--- src/rtl/fetch_pkg.sv ---
// fetch_pkg: shared definitions for the instruction fetch unit.
//   fetch_state_t : fetch FSM state encoding (FETCH, HALTED)
//   PC_STEP       : byte increment between sequential instruction words
//   HALT_WORD     : instruction word that stops fetch (FETCH_HALT_EN builds only)
//   RESET_PC      : program counter value after reset
// Constants are 64 bits wide (the widest supported WIDTH); users cast them to WIDTH.
package fetch_pkg;

  typedef enum logic [0:0] {
    FETCH  = 1'b0,
    HALTED = 1'b1
  } fetch_state_t;

  localparam int unsigned PC_STEP   = 4;
  localparam logic [63:0] HALT_WORD = '0;
  localparam logic [63:0] RESET_PC  = '0;

endpackage

--- src/rtl/fetch_if.sv ---
// fetch_if: bus between the fetch unit, instruction memory, execute and decode.
//   imem_addr     fetch -> imem     word-aligned byte address (equals pc)
//   imem_rd       imem  -> fetch    instruction word, combinational from imem_addr
//   branch_taken  exec  -> fetch    single-cycle redirect pulse
//   branch_target exec  -> fetch    redirect byte address (bits [1:0] ignored)
//   dec_ready     dec   -> fetch    decode accepts instr this cycle
//   instr         fetch -> dec      fetched instruction word
//   instr_pc      fetch -> dec      byte address instr was fetched from
//   instr_valid   fetch -> dec      instr/instr_pc valid
//   halted        fetch -> anyone   fetch stopped on halt word
//
// Handshake: a word transfers to decode on a rising edge where instr_valid=1
// and dec_ready=1. While instr_valid=1 and dec_ready=0, instr and instr_pc
// are held stable. instr_valid never depends combinationally on dec_ready.
// A branch_taken pulse flushes the held word regardless of dec_ready.
interface fetch_if #(
  parameter int WIDTH = 64
);
  logic [WIDTH-1:0] imem_addr;
  logic [WIDTH-1:0] imem_rd;
  logic             branch_taken;
  logic [WIDTH-1:0] branch_target;
  logic             dec_ready;
  logic [WIDTH-1:0] instr;
  logic [WIDTH-1:0] instr_pc;
  logic             instr_valid;
  logic             halted;

  // Fetch unit side.
  modport master (
    output imem_addr,
    input  imem_rd,
    input  branch_taken,
    input  branch_target,
    input  dec_ready,
    output instr,
    output instr_pc,
    output instr_valid,
    output halted
  );

  // Environment side (memory, execute, decode).
  modport slave (
    input  imem_addr,
    output imem_rd,
    output branch_taken,
    output branch_target,
    output dec_ready,
    input  instr,
    input  instr_pc,
    input  instr_valid,
    input  halted
  );
endinterface

--- src/rtl/fetch_pc_reg.sv ---
// fetch_pc_reg: program counter register.
//   clk, reset : clock, synchronous active-high reset (pc <= RESET_PC)
//   advance    : pc <= pc + PC_STEP (wraps modulo 2^WIDTH)
//   redirect   : pc <= target with bits [1:0] cleared; wins over advance
//   target     : redirect byte address
//   pc         : current program counter
module fetch_pc_reg
  import fetch_pkg::*;
#(
  parameter int WIDTH = 64
) (
  input  logic             clk,
  input  logic             reset,
  input  logic             advance,
  input  logic             redirect,
  input  logic [WIDTH-1:0] target,
  output logic [WIDTH-1:0] pc
);

  localparam logic [WIDTH-1:0] ALIGN_MASK = ~WIDTH'(3);
  localparam logic [WIDTH-1:0] STEP       = WIDTH'(PC_STEP);

  always_ff @(posedge clk) begin
    if (reset) begin
      pc <= WIDTH'(RESET_PC);
    end else if (redirect) begin
      pc <= target & ALIGN_MASK;
    end else if (advance) begin
      pc <= pc + STEP;
    end
  end

endmodule

--- src/rtl/instruction_fetch_unit.sv ---
// instruction_fetch_unit: initiator side of the instruction-memory read port.
// Drives imem_addr from the pc, registers the returned word together with its
// pc into a one-entry fetch register, and hands it to decode via a
// valid/ready handshake. Execute can redirect the pc with branch_taken.
//   clk, reset : clock, synchronous active-high reset
//   bus        : fetch_if.master (memory, branch, decode signals)
//   state_dbg  : current FSM state (0 = FETCH, 1 = HALTED)
// Build option: FETCH_HALT_EN enables stopping fetch on an all-zero word.
// Priority: reset > branch_taken > halt detection > stall > normal load.
module instruction_fetch_unit
  import fetch_pkg::*;
#(
  parameter int WIDTH = 64
) (
  input  logic        clk,
  input  logic        reset,
  fetch_if.master     bus,
  output logic [0:0]  state_dbg
);

  localparam logic [0:0] ST_FETCH  = FETCH;
  localparam logic [0:0] ST_HALTED = HALTED;

  logic [0:0]       state;
  logic [WIDTH-1:0] pc;
  logic             load_ok;
  logic             halt_hit;
  logic             advance;

  // Fetch register may be refilled when empty or being consumed this cycle;
  // a redirect suppresses the load so the flushed slot stays empty.
  assign load_ok = (state == ST_FETCH) && !bus.branch_taken &&
                   (!bus.instr_valid || bus.dec_ready);

`ifdef FETCH_HALT_EN
  assign halt_hit = load_ok && (bus.imem_rd == WIDTH'(HALT_WORD));
`else
  assign halt_hit = 1'b0;
`endif

  // pc only moves past words that were actually delivered; on a halt word it
  // stays pointing at that word.
  assign advance = load_ok && !halt_hit;

  fetch_pc_reg #(
    .WIDTH (WIDTH)
  ) u_pc_reg (
    .clk      (clk),
    .reset    (reset),
    .advance  (advance),
    .redirect (bus.branch_taken),
    .target   (bus.branch_target),
    .pc       (pc)
  );

  assign bus.imem_addr = pc;
  assign state_dbg     = state;

  always_ff @(posedge clk) begin
    if (reset) begin
      state           <= ST_FETCH;
      bus.instr       <= '0;
      bus.instr_pc    <= '0;
      bus.instr_valid <= 1'b0;
    end else if (bus.branch_taken) begin
      // Flush even if decode is consuming the word this cycle.
      state           <= ST_FETCH;
      bus.instr_valid <= 1'b0;
    end else if (halt_hit) begin
      state           <= ST_HALTED;
      bus.instr_valid <= 1'b0;
    end else if (advance) begin
      bus.instr       <= bus.imem_rd;
      bus.instr_pc    <= pc;
      bus.instr_valid <= 1'b1;
    end
    // Otherwise stall (or sit in HALTED with instr_valid already 0): hold.
  end

`ifdef FETCH_HALT_EN
  assign bus.halted = (state == ST_HALTED);
`else
  assign bus.halted = 1'b0;
`endif

endmodule

--- src/flat_wrapper.sv ---
// flat-port wrapper written by rule: the top's interface ports become plain ports
module instruction_fetch_unit_flat import fetch_pkg::*;
#(
  parameter int WIDTH = 64
)
  (clk, reset, state_dbg, bus_imem_addr, bus_imem_rd, bus_branch_taken, bus_branch_target, bus_dec_ready, bus_instr, bus_instr_pc, bus_instr_valid, bus_halted);
  fetch_if #(.WIDTH(WIDTH)) bus_i ();
  input  logic clk;
  input  logic reset;
  output logic [0:0] state_dbg;
  output wire logic [$bits(bus_i.imem_addr)-1:0] bus_imem_addr;
  input wire logic [$bits(bus_i.imem_rd)-1:0] bus_imem_rd;
  input wire logic [$bits(bus_i.branch_taken)-1:0] bus_branch_taken;
  input wire logic [$bits(bus_i.branch_target)-1:0] bus_branch_target;
  input wire logic [$bits(bus_i.dec_ready)-1:0] bus_dec_ready;
  output wire logic [$bits(bus_i.instr)-1:0] bus_instr;
  output wire logic [$bits(bus_i.instr_pc)-1:0] bus_instr_pc;
  output wire logic [$bits(bus_i.instr_valid)-1:0] bus_instr_valid;
  output wire logic [$bits(bus_i.halted)-1:0] bus_halted;
  assign bus_imem_addr = bus_i.imem_addr;
  assign bus_i.imem_rd = bus_imem_rd;
  assign bus_i.branch_taken = bus_branch_taken;
  assign bus_i.branch_target = bus_branch_target;
  assign bus_i.dec_ready = bus_dec_ready;
  assign bus_instr = bus_i.instr;
  assign bus_instr_pc = bus_i.instr_pc;
  assign bus_instr_valid = bus_i.instr_valid;
  assign bus_halted = bus_i.halted;
  instruction_fetch_unit #(.WIDTH(WIDTH)) u_core (.clk(clk), .reset(reset), .bus(bus_i), .state_dbg(state_dbg));
endmodule
--- config.mk ---
export PLATFORM = sky130hd
export DESIGN_NAME = instruction_fetch_unit_flat
export DESIGN_NICKNAME = d
export VERILOG_FILES = /design/src/rtl/fetch_pkg.sv /design/src/rtl/fetch_if.sv /design/src/rtl/fetch_pc_reg.sv /design/src/rtl/instruction_fetch_unit.sv /design/src/flat_wrapper.sv
export SDC_FILE = /design/constraint.sdc
export NUM_CORES = 1
export LEC_CHECK = 0
export ABC_AREA = 0
export BUFFER_PORTS_ARGS = -buffer_cell sky130_fd_sc_hd__clkbuf_2
export CAP_MARGIN = 20
export CELL_PAD_IN_SITES_DETAIL_PLACEMENT = 0
export CELL_PAD_IN_SITES_GLOBAL_PLACEMENT = 1
export CORE_AREA = 10 10 172 174
export DETAILED_ROUTE_END_ITERATION = 8
export DIE_AREA = 0 0 182 184
export GPL_TIMING_DRIVEN = 0
export PLACE_DENSITY_LB_ADDON = 0.08
export SLEW_MARGIN = 20
export SYNTH_ARGS = -nofsm -noshare
export SYNTH_HDL_FRONTEND = slang
export SYNTH_HIERARCHICAL = 1
export SYNTH_SLANG_ARGS = --single-unit
--- constraint.sdc ---
create_clock -name clk -period 3.2 [get_ports clk]
set_input_delay 0.64 -clock clk [delete_from_list [all_inputs] [get_ports clk]]
set_output_delay 0.64 -clock clk [all_outputs]
set_load 0.005 [all_outputs]
==> flow_summary.yaml, run 1 <==
sta:
  worst_slew_pin_slew_ns: 0.894
  hold_viol_final: 0
  fin_crit_ns: 3.03
  slew_viol_final: 0
  finalClockSkew_ns: 0.0146
  finalCritPeriodShare: 0.948
  slew_headroom: 0.403
  rsz0062_at_grt: "no"
  setup_viol: 0
  fmax_ghz: 0.330
place:
  placedCellCount: 1703
  dp_hpwl_um: 26800
  place_congestion: 0.792
  port_buffers: 319
yosys:
  ys_seq_area_frac: 0.392
  synthTopCellsByArea: "dfxtp_1 (39%), nand2b_1 (17%), mux2i_1 (14%), nand4_1 (2.5%), nor2_1 (2.3%)"
  yosysTopAreaCellShare: 0.392
  synth.distinct_cells: 63
  syn_avg_cell_area_um2: 9.33
  ys_async_sr_fraction: 0
  yosys.cell_count.top_type: "nand2b_1"
  ys_seq_elements: 191
  syn_inst: 1047
  synth_edf_count: 0
  syn_area_mm2: 0.00976
  yosys-top-cells-count: "nand2b_1 (260), dfxtp_1 (191), mux2i_1 (135)"
  synth_top_cell_by_area: "dfxtp_1"
  synth_warnings: 6
  synth_ff_type: "dfxtp_1"
clock_tree:
  worst_skew_pair.late_latency_ns: 0.44
  cts.sinks: 191
  cts_buffer_depth: 2
  clockRootBuffer: "clkbuf_16"
  cts_hold_buffers: 0
  clk_pin_slew_worst_paths_ns: 0.08
  cts_buffers: 17
  cts_tree: "done"
  cts_max_level: 4
die:
  fp.dieW_um: 182
  design.die.area_mm2: 0.0335
  coreArea_mm2: 0.0259
  die_h_um: 184
  rows: 59
  io_pins: 327
  initial_core_util: 0.377
setup_path:
  path_delay_family: "buffers and inverters"
  slowest_stage: "nor3_4"
  path_max_fanout: 12
  startpoint_type: "input pin"
  ff2ff_setup_slack_ns: 0.18
  crit_type: "input pin to register"
  required_ns: 3.47
  cp_num_buf_inv: 4
  end_kind: "register"
  path_cells: "clkbuf_2, a21oi_4, buf_2, buf_2, nand3_1, nor3_4, nand3_2, clkbuf_1, o31ai_1, a311oi_1"
  worstPathArrival_ns: 3.30
  cpPeakStageDelay_ns: 0.39
  worst_path_most_repeated_cell: "buf_2"
grt:
  grt_pass1_wl_um: 53200
  overflow: 0
  antenna_found_initial: 8
  grt_usage: 0.200
  grt_max_degree: 19
  grt_pass1_vias: 8778
routing:
  drc: 0
  wl_met3_um: 2850
  dr.max_layer_used: "met5"
  wire_per_inst_um: 20.2
  via_count: 8757
  firstDrtPassIters: 6
  routed_wl_um: 35100
  via_per_inst: 5.04
  met2WireLength_um: 16200
  final_antenna_net_count: 0
  wl_met1_um: 15700
  drt_iter0_drc: 449
final_layout:
  drive_above_1_share: 0.284
  instances_no_fill: 1739
  finalNetCount: 1520
  area_delta_synth_final_pct: 26.6
pwr:
  vdd_drop_max_mv: 0.271
  power_mw: 5.60
  p_leak_nw: 5.28
  powerDensity_mw_per_mm2: 453
status:
  outcome: "complete, no violations"
job:
  max_cap_violations: 0
worst_hold_path:
  hold_path_class: "input pin to register"
==> power breakdown <==
part	switching (mW)	internal, mW
Clock	1.07	1.05
Combinational	0.386	0.401
Sequential	0.172	2.52
Total	1.63	3.97
==> per-stage QoR <==
stage	instance area, µm²	setup WS [ns]	TNS (ns)	hold WS (ns)	utilization
4_1_cts	12300	0.0302	0	0.410	0.477
3_3_place_gp	11800	-0.411	-3.90	0.458	0.455
6_report	12400	0.166	0	0.425	0.477
2_1_floorplan	9770	0.442	0	0.465	-
5_1_grt	12400	0.0156	0	0.421	0.477
3_5_place_dp	11800	-0.416	-3.96	0.460	0.455
==> layer usage <==
metal,up-vias,track usage
met3,27,0.0715
met4,8,0.0387
met5,-,0
met1,4114,0.254
li1,4331,-
met2,277,0.321
==> cell type report <==
cell class,instances,area (µm²)
clock buffer,20,447
sequential,191,3820
fill,2647,13500
timing repair buffer,319,1600
clock inverter,12,115
buffer,74,498
antenna,4,10.0
inverter,8,30.0
multi-input combinational,776,5430
tap,335,419
==> worst paths after layout <==
kind,endpoint,start,cells after the start
min,u_core/u_pc_reg/pc[13]$_SDFFE_PP0P_,bus_branch_target[13],2
min reg2reg,u_core/bus.instr[1]$_SDFFE_PP0P_,u_core/bus.instr[1]$_SDFFE_PP0P_,2
max,u_core/u_pc_reg/pc[61]$_SDFFE_PP0P_,bus_branch_taken,10
max reg2reg,u_core/u_pc_reg/pc[61]$_SDFFE_PP0P_,u_core/bus.instr_valid$_SDFFE_PP0P_,9
==> what timing repair did <==
action                     4_1_cts  5_1_grt
buffers inserted                 0        0
gates resized for setup          0        1
setup endpoints to repair        0       10
==> layout by cell type (no fill, tap or decap), drive strengths merged, types with 12 or more instances in the layout <==
cell | synthesis | routed
nor2 | 61 | 61
nand4 | 42 | 42
buf | 27 | 27
o21ai | 14 | 14
a311oi | 12 | 12
inv | 8 | 15
a21oi | 12 | 12
xor2 | 18 | 18
xnor2 | 15 | 15
nand2b | 260 | 260
nand2 | 43 | 43
a211oi | 22 | 22
nand3 | 26 | 26
dfxtp | 191 | 191
nor4 | 21 | 21
mux2i | 135 | 135
clkbuf | 47 | 386
==> cells by family (layout without fill, tap and decap cells) <==
group                    after synthesis  in the layout  share of synthesized area
AO/OA/AOI/OAI                         91             91                     0.0689
XOR/XNOR                              33             33                     0.0296
adder cells (fa/ha/maj)                1              1                    0.00128
buffers and inverters                 82            433                     0.0541
flip-flops                           191            191                      0.392
multiplexers                         136            136                      0.140
other                                  2              8                   0.000769
AND/OR/NAND/NOR                      511            511                      0.314
==> registers in the layout (all words and copies together), names as in the netlist <==
name                    count
u_core/bus.instr_valid      1
u_core/bus.instr_pc        64
u_core/bus.instr           64
u_core/u_pc_reg/pc         62
==> worst register-to-register path: cells and delay by family, from the launching register on <==
family / cells / cell delay (ns)
buf+inv: 3 / 1.06
simple gates: 3 / 0.86
compound gates: 3 / 0.60
flops: 1 / 0.34
No activity file was read; power rests on OpenSTA's default activity.
==> run 2: changes to the inputs <==
Settings changed: CORE_AREA 10 10 172 174 to 10 10 166 168, DIE_AREA 0 0 182 184 to 0 0 176 178, SYNTH_HIERARCHICAL 1 to not set.
==> flow_summary.yaml, run 2 <==
setup_path:
  crit_type: "register to register"
  reg2reg_to: "u_core.u_pc_reg.pc[58]$_SDFFE_PP0P_"
  worstPathArrival_ns: 3.30
  required_ns: 3.47
  r2r_cells: 7
  end_kind: "register"
  startpoint_type: "register"
  crit_start: "u_core.u_pc_reg.pc[11]$_SDFFE_PP0P_"
  path_max_fanout: 10
  ff2ff_setup_slack_ns: 0.17
  critical_path.reg2reg.startpoint: "u_core.u_pc_reg.pc[11]$_SDFFE_PP0P_"
die:
  coreArea_mm2: 0.0241
  die_h_um: 178
  io_pins: 327
  initial_core_util: 0.336
  design.die.area_mm2: 0.0313
  fp.dieW_um: 176
  rows: 57
clock_tree:
  cts_buffers: 17
  cts.sinks: 189
  cts_hold_buffers: 0
  clk_pin_slew_worst_paths_ns: 0.08
  cts_tree: "done"
  cts_resized: 0
  postCtsSetupBuffers: 0
  cts_max_level: 4
  clockRootBuffer: "clkbuf_16"
  cts_buffer_depth: 2
  worst_skew_pair.late_latency_ns: 0.44
grt:
  grt_max_degree: 19
  antenna_found_initial: 4
  grt_usage: 0.203
  met2_usage: 0.327
  use_met1: 0.260
  top_usage_layer: "met2"
  overflow: 0
  grtUsageMet3: 0.0584
  grt_pass1_vias: 8338
  grt_pass1_wl_um: 49800
final_layout:
  layout_common_cells: "clkbuf_2 (316), nand2_1 (296), dfxtp_1 (189)"
  layout.cells.most_common: "clkbuf_2"
  final_area_mm2: 0.0107
  nFillCells: 2625
  area_delta_synth_final_pct: 32.1
  largest_reg_flops: 64
  top_register: "u_core.bus.instr"
  largestRegisters: "u_core.bus.instr x64, u_core.bus.instr_pc x62, u_core.u_pc_reg.pc x62"
  fin_util: 0.444
  drive_above_1_share: 0.267
  finalNetCount: 1509
pwr:
  power_mw: 5.40
  powerDensity_mw_per_mm2: 504
  p_leak_nw: 4.42
  vdd_drop_max_mv: 0.251
worst_hold_path:
  hold_path_class: "input pin to register"
  min_from: "bus_branch_target[38]"
  whs_endpoint: "u_core.u_pc_reg.pc[38]$_SDFFE_PP0P_"
  holdPathStages: 2
yosys:
  yosys.cell_count.top_type: "nand2_1"
  ys_async_sr_fraction: 0
  syn_inst: 1034
  synth_edf_count: 0
  syn_avg_cell_area_um2: 7.84
  synth_ff_type: "dfxtp_1"
  synth_top_cell_by_area: "dfxtp_1"
  synthTopCellsByArea: "dfxtp_1 (47%), nand2_1 (14%), a21oi_1 (8.4%), clkbuf_1 (3.2%), a211oi_1 (2.4%)"
  ys_seq_area_frac: 0.467
  synth_warnings: 0
  synth.distinct_cells: 56
  yosys-top-cells-count: "nand2_1 (296), dfxtp_1 (189), a21oi_1 (136)"
  syn_area_mm2: 0.00811
  ys_seq_elements: 189
  yosysTopAreaCellShare: 0.467
sta:
  hold_viol_final: 0
  worst_slew_pin_slew_ns: 0.991
  slew_viol_final: 0
  hold_ws_ns: 0.410
  setup_viol: 0
  timing.setup.tns_ns: 0
  slew_headroom: 0.339
  finalCritPeriodShare: 0.948
  fmax_ghz: 0.330
  rsz0062_at_grt: "no"
  finalClockSkew_ns: 0.0116
  fin_crit_ns: 3.03
job:
  max_cap_violations: 0
routing:
  wire_per_inst_um: 19.5
  firstDrtPassIters: 7
  via_per_inst: 5.03
  drc: 0
  routed_wl_um: 33300
  drt_iter0_drc: 575
  final_antenna_net_count: 0
  via_count: 8616
status:
  outcome: "complete, no violations"
place:
  place_area_mm2: 0.0101
  port_buffers: 316
  dp_hpwl_um: 25300
  place_congestion: 0.806
[run 2: cell count changes after synthesis, sizes merged, moves of 5 or more]
cell	before	now
a21oi	12	136
o21ai	14	8
and4	9	16
xor2	18	7
nand2b	260	1
nand4	42	30
buf	27	20
nor2	61	49
mux2i	135	2
clkbuf	47	69
nand2	43	296
xnor2	15	22
nand3	26	21
[run 2: cells by family after synthesis]
kind of cell    Yosys count  synth area share
buf+inv                  99            0.0509
mux                       2           0.00247
other cells               1          0.000462
simple gates            494             0.282
fa+ha+maj                 1           0.00154
compound gates          219             0.165
flops                   189             0.467
xor+xnor                 29            0.0313
[run 2: where the power goes]
group / switching (mW) / internal, mW
combinational: 0.383 / 0.271
sequential: 0.135 / 2.48
clock: 1.03 / 1.10
total: 1.55 / 3.85
[run 2: worst max-delay path: stages (launching register included)]
cell	delay (ns)
dfxtp_1	0.51
nand3_1	0.22
or4_4	0.57
or3_1	0.33
clkbuf_1	0.23
clkbuf_1	0.41
o41ai_1	0.47
a311oi_1	0.13
[run 2: how the worst max path moves through the flow]
stage / cells past startpoint / slack [ns] / endpoint
final: 7 / 0.17 / u_core.u_pc_reg.pc[58]$_SDFFE_PP0P_
after floorplan: 7 / 0.68 / u_core.u_pc_reg.pc[51]$_SDFFE_PP0P_
after global placement: 7 / -0.0002 / u_core.u_pc_reg.pc[42]$_SDFFE_PP0P_
after global routing: 7 / 0.03 / u_core.u_pc_reg.pc[58]$_SDFFE_PP0P_
after CTS: 6 / 0.16 / u_core.u_pc_reg.pc[45]$_SDFFE_PP0P_
after detailed placement: 9 / 0.09 / u_core.u_pc_reg.pc[58]$_SDFFE_PP0P_
[run 2: through the flow]
stage          cells  setup slack [ns]
6_report        1714             0.166
3_5_place_dp    1680            0.0862
4_1_cts         1711             0.160
2_1_floorplan   1039             0.676
5_1_grt         1713            0.0290
3_3_place_gp    1679         -0.000197
[run 2: per-layer routing]
layer	wire, µm	vias up
met5	40	-
met4	600	4
met3	2480	35
met2	15400	281
met1	14900	4013
li1	-	4283
[run 2: layout make-up]
cell class | instances | area [µm²] | area share
Timing Repair Buffer | 318 | 1590 | 0.149
Multi-Input combinational cell | 751 | 3940 | 0.368
Clock inverter | 14 | 149 | 0.0139
Buffer | 89 | 375 | 0.0350
Sequential cell | 189 | 3780 | 0.353
Clock buffer | 17 | 425 | 0.0397
Tap cell | 324 | 405 | 0.0378
Antenna cell | 2 | 5.00 | 0.000467
Inverter | 10 | 37.5 | 0.00350
==> run 3: changes to the inputs <==
Settings changed: ABC_AREA 0 to 1, CORE_AREA 10 10 166 168 to 10 10 172 174, DIE_AREA 0 0 176 178 to 0 0 182 184.
==> flow_summary.yaml, run 3 <==
status:
  outcome: "complete, no violations"
sta:
  slew_headroom: 0.339
  setup_slack_ns: 0.883
  finalCritPeriodShare: 0.724
  timing.setup.tns_ns: 0
  hold_viol_final: 0
  slew_viol_final: 0
  setup_viol: 0
  rsz0062_at_grt: "no"
  fmax_ghz: 0.432
  fin_crit_ns: 2.32
  finalClockSkew_ns: 0.0130
  hold_ws_ns: 0.402
  worst_slew_pin_slew_ns: 0.992
yosys:
  synth.distinct_cells: 47
  syn_inst: 1283
  synth_edf_count: 0
  syn_avg_cell_area_um2: 7.06
  ys_seq_area_frac: 0.418
  ys_seq_elements: 189
  synth_top_cell_by_area: "dfxtp_1"
  yosys.cell_count.top_type: "nor2_1"
  synth_ff_type: "dfxtp_1"
  yosys-top-cells-count: "nor2_1 (281), nand2_1 (223), dfxtp_1 (189)"
  synth_warnings: 0
  yosysTopAreaCellShare: 0.418
  synthTopCellsByArea: "dfxtp_1 (42%), nor2_1 (12%), nand2_1 (9.2%), o21ai_0 (6.4%), nand3_1 (4.6%)"
  ys_async_sr_fraction: 0
  syn_area_mm2: 0.00906
grt:
  grt_max_degree: 21
  grt_usage: 0.236
  overflow: 0
  grt_pass1_vias: 9813
  grt_pass1_wl_um: 60800
  antenna_found_initial: 2
die:
  initial_core_util: 0.350
  io_pins: 327
  die_h_um: 184
  design.die.area_mm2: 0.0335
  rows: 59
  coreArea_mm2: 0.0259
  fp.dieW_um: 182
worst_hold_path:
  holdPathStages: 3
  hold_path_class: "input pin to register"
clock_tree:
  cts.sinks: 189
  cts_tree: "done"
  worst_skew_pair.late_latency_ns: 0.45
  cts_hold_buffers: 0
  cts_resized: 0
  clk_pin_slew_worst_paths_ns: 0.08
  postCtsSetupBuffers: 0
  cts_buffers: 17
  cts_buffer_depth: 2
  cts_max_level: 4
  clockRootBuffer: "clkbuf_16"
place:
  dp_hpwl_um: 31800
  place_congestion: 0.917
  placedCellCount: 1940
  dp_slack_ns: 0.447
  port_buffers: 317
  place_area_mm2: 0.0111
setup_path:
  slowest_stage: "clkbuf_1"
  worst_path_most_repeated_cell: "inv_1"
  cp.depth: 6
  end_kind: "register"
  crit_type: "input pin to register"
  path_max_fanout: 10
  path_cells: "clkbuf_2, inv_1, clkbuf_1, buf_1, nand2_1, inv_1"
  path_delay_family: "buffers and inverters"
  required_ns: 3.60
  cpPeakStageDelay_ns: 0.71
  r2r_cells: 8
  cp_num_buf_inv: 5
  startpoint_type: "input pin"
  worstPathArrival_ns: 2.71
final_layout:
  instances_no_fill: 1973
  largest_reg_flops: 64
  area_delta_synth_final_pct: 29.0
  finalNetCount: 1757
  drive_above_1_share: 0.273
  nFillCells: 2793
  largestRegisters: "u_core.bus.instr x64, u_core.bus.instr_pc x62, u_core.u_pc_reg.pc x62"
  final_area_mm2: 0.0117
  top_register: "u_core.bus.instr"
  layout_common_cells: "clkbuf_2 (317), nor2_1 (281), nand2_1 (223)"
  layout.cells.most_common: "clkbuf_2"
routing:
  wire_per_inst_um: 20.8
  firstDrtPassIters: 5
  final_antenna_net_count: 0
  via_per_inst: 5.06
  drc: 0
  drt_iter0_drc: 763
  routed_wl_um: 41000
  via_count: 9992
pwr:
  p_leak_nw: 5.66
  powerDensity_mw_per_mm2: 487
  vdd_drop_max_mv: 0.292
job:
  max_cap_violations: 0
-- run 3: cells by family after synthesis --
| logic type | share of synthesized area |
|---|---|
| compound gates | 0.143 |
| simple gates | 0.353 |
| xor+xnor | 0.00290 |
| flops | 0.418 |
| other cells | 0.000414 |
| buf+inv | 0.0822 |
| fa+ha+maj | 0.00138 |
-- run 3: per-layer routing --
metal / share of wire / global-route usage / wire length, µm
met5: 0 / 0 / 0
met4: 0.018 / 0.0648 / 756
met3: 0.095 / 0.0791 / 3920
met2: 0.45 / 0.377 / 18500
met1: 0.44 / 0.297 / 17900
-- run 3: metrics by stage --
| step | power (mW) | utilization |
|---|---|---|
| 2_1_floorplan | 3.05 | - |
| 3_3_place_gp | 3.52 | 0.428 |
| 3_5_place_dp | 3.52 | 0.428 |
| 4_1_cts | 5.73 | 0.451 |
| 5_1_grt | 5.93 | 0.451 |
| 6_report | 5.69 | 0.451 |
-- run 3: final timing paths --
| kind | endpoint | from | slack (ns) |
|---|---|---|---|
| worst min register to register | u_core.bus.instr_pc[46]$_SDFFE_PP0P_ | u_core.bus.instr_pc[46]$_SDFFE_PP0P_ | 0.47 |
| worst max register to register | u_core.bus.instr_pc[40]$_SDFFE_PP0P_ | u_core.bus.instr_valid$_SDFFE_PP0P_ | 0.92 |
| worst max-delay path | u_core.u_pc_reg.pc[59]$_SDFFE_PP0P_ | reset | 0.88 |
| worst min-delay path | u_core.bus.instr[9]$_SDFFE_PP0P_ | bus_imem_rd[9] | 0.40 |
-- run 3: cell type report --
type | count | area, µm² | area share
clock inverter | 14 | 171 | 0.0147
antenna | 1 | 2.50 | 0.000214
sequential | 189 | 3780 | 0.324
multi-input combinational | 929 | 4550 | 0.389
clock buffer | 18 | 429 | 0.0367
inverter | 95 | 358 | 0.0306
timing repair buffer | 317 | 1590 | 0.136
tap | 335 | 419 | 0.0359
buffer | 75 | 387 | 0.0331
-- run 3: where the power goes --
part	switching [mW]	internal [mW]	total, mW	leakage, nW
clock network	1.16	1.06	2.23	0.287
logic	0.495	0.318	0.813	3.81
registers	0.142	2.51	2.65	1.56
total	1.80	3.89	5.69	5.66
-- run 3: worst reg2reg max path: cells and delay by family (launching register included) --
| kind | cells | cell delay (ns) |
|---|---|---|
| flip-flops | 1 | 0.33 |
| AND/OR/NAND/NOR | 4 | 0.52 |
| buffers and inverters | 4 | 1.36 |
